$ cat src/rtl/segment_capture.sv
// segment_capture
//   Recovers the hex value shown on a multiplexed 4-digit 7-segment display
//   by watching its segment and digit-select lines. Each {dig_sel,seg} sample
//   is synchronized and debounced. A run of STABLE_CYC repeats after the first
//   sample yields one accept. Accepted digits are collected in order
//   digit0..digit3 and presented as a frame with a valid/ready handshake.
//
// Ports
//   clk          rising-edge clock
//   rst_n        synchronous active-low reset
//   seg[7:0]     {dp,g,f,e,d,c,b,a}, 1 = lit (asynchronous)
//   dig_sel[3:0] one-hot digit enable, bit0 = rightmost (asynchronous)
//   frame_ready  consumer takes the frame when high with frame_valid
//   value[15:0]  captured frame, digit3 in [15:12] .. digit0 in [3:0]
//   dp_out[3:0]  captured decimal points, bit i = digit i
//   frame_valid  value/dp_out hold an unconsumed frame
//   err          one-cycle pulse on an undecodable accepted pattern
//   ovf          sticky, a completed frame was dropped
module segment_capture #(
    parameter int unsigned STABLE_CYC = 4  // legal range 2..15
) (
    input  logic        clk,
    input  logic        rst_n,
    input  logic [7:0]  seg,
    input  logic [3:0]  dig_sel,
    input  logic        frame_ready,
    output logic [15:0] value,
    output logic [3:0]  dp_out,
    output logic        frame_valid,
    output logic        err,
    output logic        ovf
);

    localparam logic [3:0] CNT_MAX = 4'(STABLE_CYC);
    localparam logic [3:0] CNT_PRE = 4'(STABLE_CYC - 1);

    typedef enum logic {
        IDLE    = 1'b0,
        COLLECT = 1'b1
    } state_t;

    // {valid, nibble} for the a..g segment pattern
    function automatic logic [4:0] seg_decode(input logic [6:0] p);
        logic [4:0] r;
        case (p)
            7'h3F: r = {1'b1, 4'h0};
            7'h06: r = {1'b1, 4'h1};
            7'h5B: r = {1'b1, 4'h2};
            7'h4F: r = {1'b1, 4'h3};
            7'h66: r = {1'b1, 4'h4};
            7'h6D: r = {1'b1, 4'h5};
            7'h7D: r = {1'b1, 4'h6};
            7'h07: r = {1'b1, 4'h7};
            7'h7F: r = {1'b1, 4'h8};
            7'h6F: r = {1'b1, 4'h9};
            7'h77: r = {1'b1, 4'hA};
            7'h7C: r = {1'b1, 4'hB};
            7'h39: r = {1'b1, 4'hC};
            7'h5E: r = {1'b1, 4'hD};
            7'h79: r = {1'b1, 4'hE};
            7'h71: r = {1'b1, 4'hF};
            default: r = 5'b0_0000;
        endcase
        return r;
    endfunction

    logic [11:0] sync1_q, sync1_d;
    logic [11:0] sync2_q, sync2_d;
    logic [11:0] prev_q, prev_d;
    logic [3:0]  cnt_q, cnt_d;
    logic        acc_q, acc_d;
    logic [11:0] acc_smp_q, acc_smp_d;
    state_t      state_q, state_d;
    logic [1:0]  exp_q, exp_d;
    logic [15:0] buf_q, buf_d;
    logic [3:0]  dpb_q, dpb_d;
    logic [15:0] value_q, value_d;
    logic [3:0]  dp_q, dp_d;
    logic        fv_q, fv_d;
    logic        err_q, err_d;
    logic        ovf_q, ovf_d;

    logic        same;
    logic [3:0]  acc_sel;
    logic [7:0]  acc_seg;
    logic [4:0]  dec;
    logic [1:0]  idx;
    logic        complete;
    logic        load;

    // Synchronizer, debounce counter and accept detection
    always_comb begin
        sync1_d   = {dig_sel, seg};
        sync2_d   = sync1_q;
        prev_d    = sync2_q;
        same      = (sync2_q == prev_q);
        cnt_d     = 4'd0;
        if (same) begin
            cnt_d = (cnt_q == CNT_MAX) ? cnt_q : cnt_q + 4'd1;
        end
        // Fires only on the transition into saturation, so a held input
        // produces exactly one accept.
        acc_d     = same && (cnt_q == CNT_PRE);
        acc_smp_d = sync2_q;
    end

    // Digit collection FSM and frame output
    always_comb begin
        acc_sel  = acc_smp_q[11:8];
        acc_seg  = acc_smp_q[7:0];
        dec      = seg_decode(acc_seg[6:0]);
        idx      = 2'd0;
        case (acc_sel)
            4'b0010: idx = 2'd1;
            4'b0100: idx = 2'd2;
            4'b1000: idx = 2'd3;
            default: idx = 2'd0;
        endcase

        state_d  = state_q;
        exp_d    = exp_q;
        buf_d    = buf_q;
        dpb_d    = dpb_q;
        err_d    = 1'b0;
        complete = 1'b0;

        // Zero or multi-hot selects are ignored entirely.
        if (acc_q && $onehot(acc_sel)) begin
            if (!dec[4]) begin
                err_d   = 1'b1;
                state_d = IDLE;
                exp_d   = 2'd0;
            end else begin
                case (state_q)
                    IDLE: begin
                        if (idx == 2'd0) begin
                            buf_d[3:0] = dec[3:0];
                            dpb_d[0]   = acc_seg[7];
                            exp_d      = 2'd1;
                            state_d    = COLLECT;
                        end
                    end
                    COLLECT: begin
                        if (idx == exp_q) begin
                            buf_d[{idx, 2'b00} +: 4] = dec[3:0];
                            dpb_d[idx]               = acc_seg[7];
                            if (exp_q == 2'd3) begin
                                complete = 1'b1;
                                state_d  = IDLE;
                                exp_d    = 2'd0;
                            end else begin
                                exp_d = exp_q + 2'd1;
                            end
                        end else if (idx == 2'd0) begin
                            // Display wrapped back to digit0: restart frame.
                            buf_d[3:0] = dec[3:0];
                            dpb_d[0]   = acc_seg[7];
                            exp_d      = 2'd1;
                        end else begin
                            state_d = IDLE;
                            exp_d   = 2'd0;
                        end
                    end
                    default: begin
                        state_d = IDLE;
                        exp_d   = 2'd0;
                    end
                endcase
            end
        end

        // A held frame is never overwritten unless it is consumed this cycle.
        load    = complete && (!fv_q || frame_ready);
        value_d = load ? buf_d : value_q;
        dp_d    = load ? dpb_d : dp_q;
        fv_d    = fv_q;
        if (load) begin
            fv_d = 1'b1;
        end else if (fv_q && frame_ready) begin
            fv_d = 1'b0;
        end
        ovf_d   = ovf_q | (complete && fv_q && !frame_ready);
    end

    always_ff @(posedge clk) begin
        if (!rst_n) begin
            sync1_q   <= '0;
            sync2_q   <= '0;
            prev_q    <= '0;
            cnt_q     <= '0;
            acc_q     <= 1'b0;
            acc_smp_q <= '0;
            state_q   <= IDLE;
            exp_q     <= 2'd0;
            buf_q     <= '0;
            dpb_q     <= '0;
            value_q   <= '0;
            dp_q      <= '0;
            fv_q      <= 1'b0;
            err_q     <= 1'b0;
            ovf_q     <= 1'b0;
        end else begin
            sync1_q   <= sync1_d;
            sync2_q   <= sync2_d;
            prev_q    <= prev_d;
            cnt_q     <= cnt_d;
            acc_q     <= acc_d;
            acc_smp_q <= acc_smp_d;
            state_q   <= state_d;
            exp_q     <= exp_d;
            buf_q     <= buf_d;
            dpb_q     <= dpb_d;
            value_q   <= value_d;
            dp_q      <= dp_d;
            fv_q      <= fv_d;
            err_q     <= err_d;
            ovf_q     <= ovf_d;
        end
    end

    assign value       = value_q;
    assign dp_out      = dp_q;
    assign frame_valid = fv_q;
    assign err         = err_q;
    assign ovf         = ovf_q;

endmodule

$ cat config.mk
export PLATFORM = sky130hd
export DESIGN_NAME = segment_capture
export DESIGN_NICKNAME = d
export VERILOG_FILES = /design/src/rtl/segment_capture.sv
export SDC_FILE = /design/constraint.sdc
export NUM_CORES = 1
export LEC_CHECK = 0
export BUFFER_PORTS_ARGS = -buffer_cell sky130_fd_sc_hd__buf_2
export CAP_MARGIN = 20
export CORE_ASPECT_RATIO = 1.4
export CORE_MARGIN = 4
export CORE_UTILIZATION = 60
export DETAILED_ROUTE_END_ITERATION = 10
export GPL_TIMING_DRIVEN = 0
export PLACE_DENSITY = 0.79
export SLEW_MARGIN = 10
export SYNTH_ARGS = -nofsm -noshare
export SYNTH_HDL_FRONTEND = slang
export SYNTH_SLANG_ARGS = --single-unit
$ cat constraint.sdc
create_clock -name clk -period 5 [get_ports clk]
set_input_delay 1 -clock clk [delete_from_list [all_inputs] [get_ports clk]]
set_output_delay 1 -clock clk [all_outputs]
set_load 0.05 [all_outputs]
==> impl_metrics.json <==
{
  "die_y_um": 103.2,
  "multi_input_area_sq_mm": 0.001933,
  "row_count": 34,
  "antenna_left": 0,
  "cts_setup_buffers": 0,
  "p_leak_uw": 0.001826,
  "dp.final_hpwl_um": 6211,
  "slew_headroom_pct": 45.07,
  "final_nets": 495,
  "synth_nets": 447,
  "synth-edff-count": 0,
  "antenna_found_initial": 0,
  "hold_class": "flip-flop to flip-flop",
  "cts_tree": "done",
  "yosysWarnings": 0,
  "ys_ff_latch": 87,
  "grt_overflow_total": 0,
  "initial_core_util_pct": 62.12,
  "timing.hold.ws_ns": 0.4375,
  "grt_use_total_pct": 21.43,
  "skew_ns": 0.01353,
  "setup_violations": 0,
  "insertion_delay_ns": 0.35,
  "rsz0062_at_grt": "false",
  "cp_cell_sequence": "buf_2, inv_1, fa_1, inv_1, ha_1, ha_1, nor2_1, and3_1, clkbuf_1, and2_1, clkbuf_1, o31ai_1, a221oi_1, a211oi_2",
  "io_pins": 38,
  "syn_area_sq_mm": 0.003885,
  "cp_slowest_cell": "a221oi_1",
  "grt_pass1_wl_um": 13610,
  "syn_area_per_cell_sq_um": 9.272,
  "design.core.area_sq_mm": 0.006254,
  "setup.worst_path.end_class": "flip-flop",
  "regArea_sq_mm": 0.001742,
  "drcViolationCount": 0,
  "fill_cells": 499,
  "timing.final.max_slew_violations": 0,
  "worst_slew_pin_slew_ns": 0.8164,
  "synth_cell_types": 61,
  "fmax_mhz": 273.8,
  "n_antenna_cell": 0,
  "path_max_fanout": 10,
  "timing.final.crit_period_ns": 3.653,
  "ctsHoldBuffers": 0,
  "layout-drive-gt1-share_pct": 15.29,
  "netlist_instances": 419,
  "die-width_um": 76.01,
  "finalHoldViolations": 0,
  "drt_iter0_markers": 188,
  "ir_drop_mv": 0.3032,
  "tns_ns": 0,
  "die_area_sq_mm": 0.007844,
  "htree_levels": 3,
  "crit_required_ns": 5.22,
  "path_clk_slew_ns": 0.08,
  "cts_resized": 0,
  "grt_max_degree": 15,
  "cts_root_buf": "clkbuf_8",
  "crit_type": "flip-flop to flip-flop",
  "num_vias": 3185,
  "critPathTopFamily": "buffers and inverters",
  "critical_path_arrival_ns": 3.87,
  "synthFlopType": "dfxtp_1",
  "p_per_area_mw_per_mm2": 307.2,
  "clockBufferDepth": 2,
  "synthToLayoutAreaGrowth_pct": 13.11,
  "fin_util_pct": 70.27,
  "status": "finished, final reports clean",
  "cts_made_buffers": 9,
  "synth-seq-area-share_pct": 44.83,
  "p_total_uw": 1350,
  "gp_congestion": 0.9308,
  "avgViaCountPerCell": 5.866,
  "worstPathBufferInverterCount": 5,
  "wirelength_um": 8205,
  "cts_sinks": 87,
  "slowest_delay_ns": 0.52,
  "firstDrtPassIters": 5,
  "maxCapViolCount": 0,
  "grt_pass1_vias": 2971,
  "routedWlPerCell_um": 15.11,
  "io_buffer_count": 37,
  "worstSetupStartpointType": "flip-flop",
  "finalCritPeriodShare_pct": 73.06,
  "async_flop_share_pct": 0
}
==> area by class of cell <==
| class | count | area share [%] |
|---|---|---|
| flip-flops and latches | 87 | 39.64 |
| multi-input cells | 286 | 43.99 |
| clock inverters | 5 | 2.420 |
| clock buffers | 10 | 2.904 |
| inverters | 17 | 1.452 |
| well taps | 72 | 2.050 |
| repair buffers | 37 | 4.214 |
| plain buffers | 29 | 3.331 |
==> layout by cell type (no fill, tap or decap), types with 6 or more instances in the layout <==
cell type and n:
xor2_1 8, a311oi_1 10, dfxtp_1 87, clkbuf_8 9, inv_1 16, xnor2_1 7, nand2_1 24, a21oi_1 35
nor4_1 7, nor2_1 23, buf_2 40, nand3_1 12, a211oi_2 8, ha_1 12, nand2b_1 6, o21ai_0 15
nor3_1 6, and2_1 41, clkbuf_1 20
==> cells in the mapped netlist (7+ instances only) <==
master    instances  area (sq um)
a211oi_2          8         100.1
a21oi_1          35         175.2
a311oi_1         10         87.58
and2_1           41         256.5
clkbuf_1         19         71.32
dfxtp_1          87          1742
ha_1             12         150.1
inv_1            16         60.06
nand2_1          24         90.09
nand3_1          12         60.06
nor2_1           23         86.33
nor4_1            7         43.79
o21ai_0          15         75.07
xnor2_1           7         61.31
xor2_1            8         70.07
==> metrics by stage <==
stage	cells	area (sq um)	worst slack (ns)
after floorplan	419	3885	2.037
after global placement	528	4160	1.536
after detailed placement	528	4160	1.490
after CTS	543	4394	1.413
after global routing	543	4394	1.060
final	543	4394	1.347
==> final timing paths <==
path | start | endpoint | slack [ns] | depth (start not counted)
worst max-delay path | acc_smp_q[11] | dp_out[0] | 1.35 | 14
worst min-delay path | sync1_q[10] | acc_smp_d[10] | 0.44 | 1
worst max register to register | acc_smp_q[11] | dp_out[0] | 1.35 | 14
worst min register to register | sync1_q[10] | acc_smp_d[10] | 0.44 | 1
==> flip-flops by register name, indices dropped and copies added (netlist names) <==
name / flops
dpb_q: 4
ovf: 1
acc_smp_d: 12
dp_out: 4
acc_q: 1
err: 1
exp_q: 2
buf_q: 16
value: 16
frame_valid: 1
sync1_q: 12
state_q: 1
acc_smp_q: 12
cnt_q: 4
==> per-layer routing <==
metal | vias to the layer above | track usage [%] | wire length, um
met5 | - | 0 | 0
met4 | 0 | 8.904 | 242
met3 | 22 | 4.679 | 369
met2 | 83 | 40.83 | 4350
met1 | 1490 | 22.79 | 3243
li1 | 1590 | - | -
==> report_power, final <==
part | switching, uW | leakage, uW | total [uW] | internal (uW)
combinational | 39.8 | 0.00101 | 66.4 | 26.6
sequential | 6.94 | 0.000707 | 712 | 705
clock | 240 | 0.000113 | 571 | 331
total | 287 | 0.00183 | 1350 | 1060
==> kinds of logic after synthesis <==
logic type	synth area share, %
and+or+nand+nor	21.87
AOI/OAI and AO/OA	19.61
DFF	44.83
buffers and inverters	5.411
xor gates and xnor gates	3.382
adders and majority gates	4.380
muxes	0.5153
(Power assumes the default switching activity.)
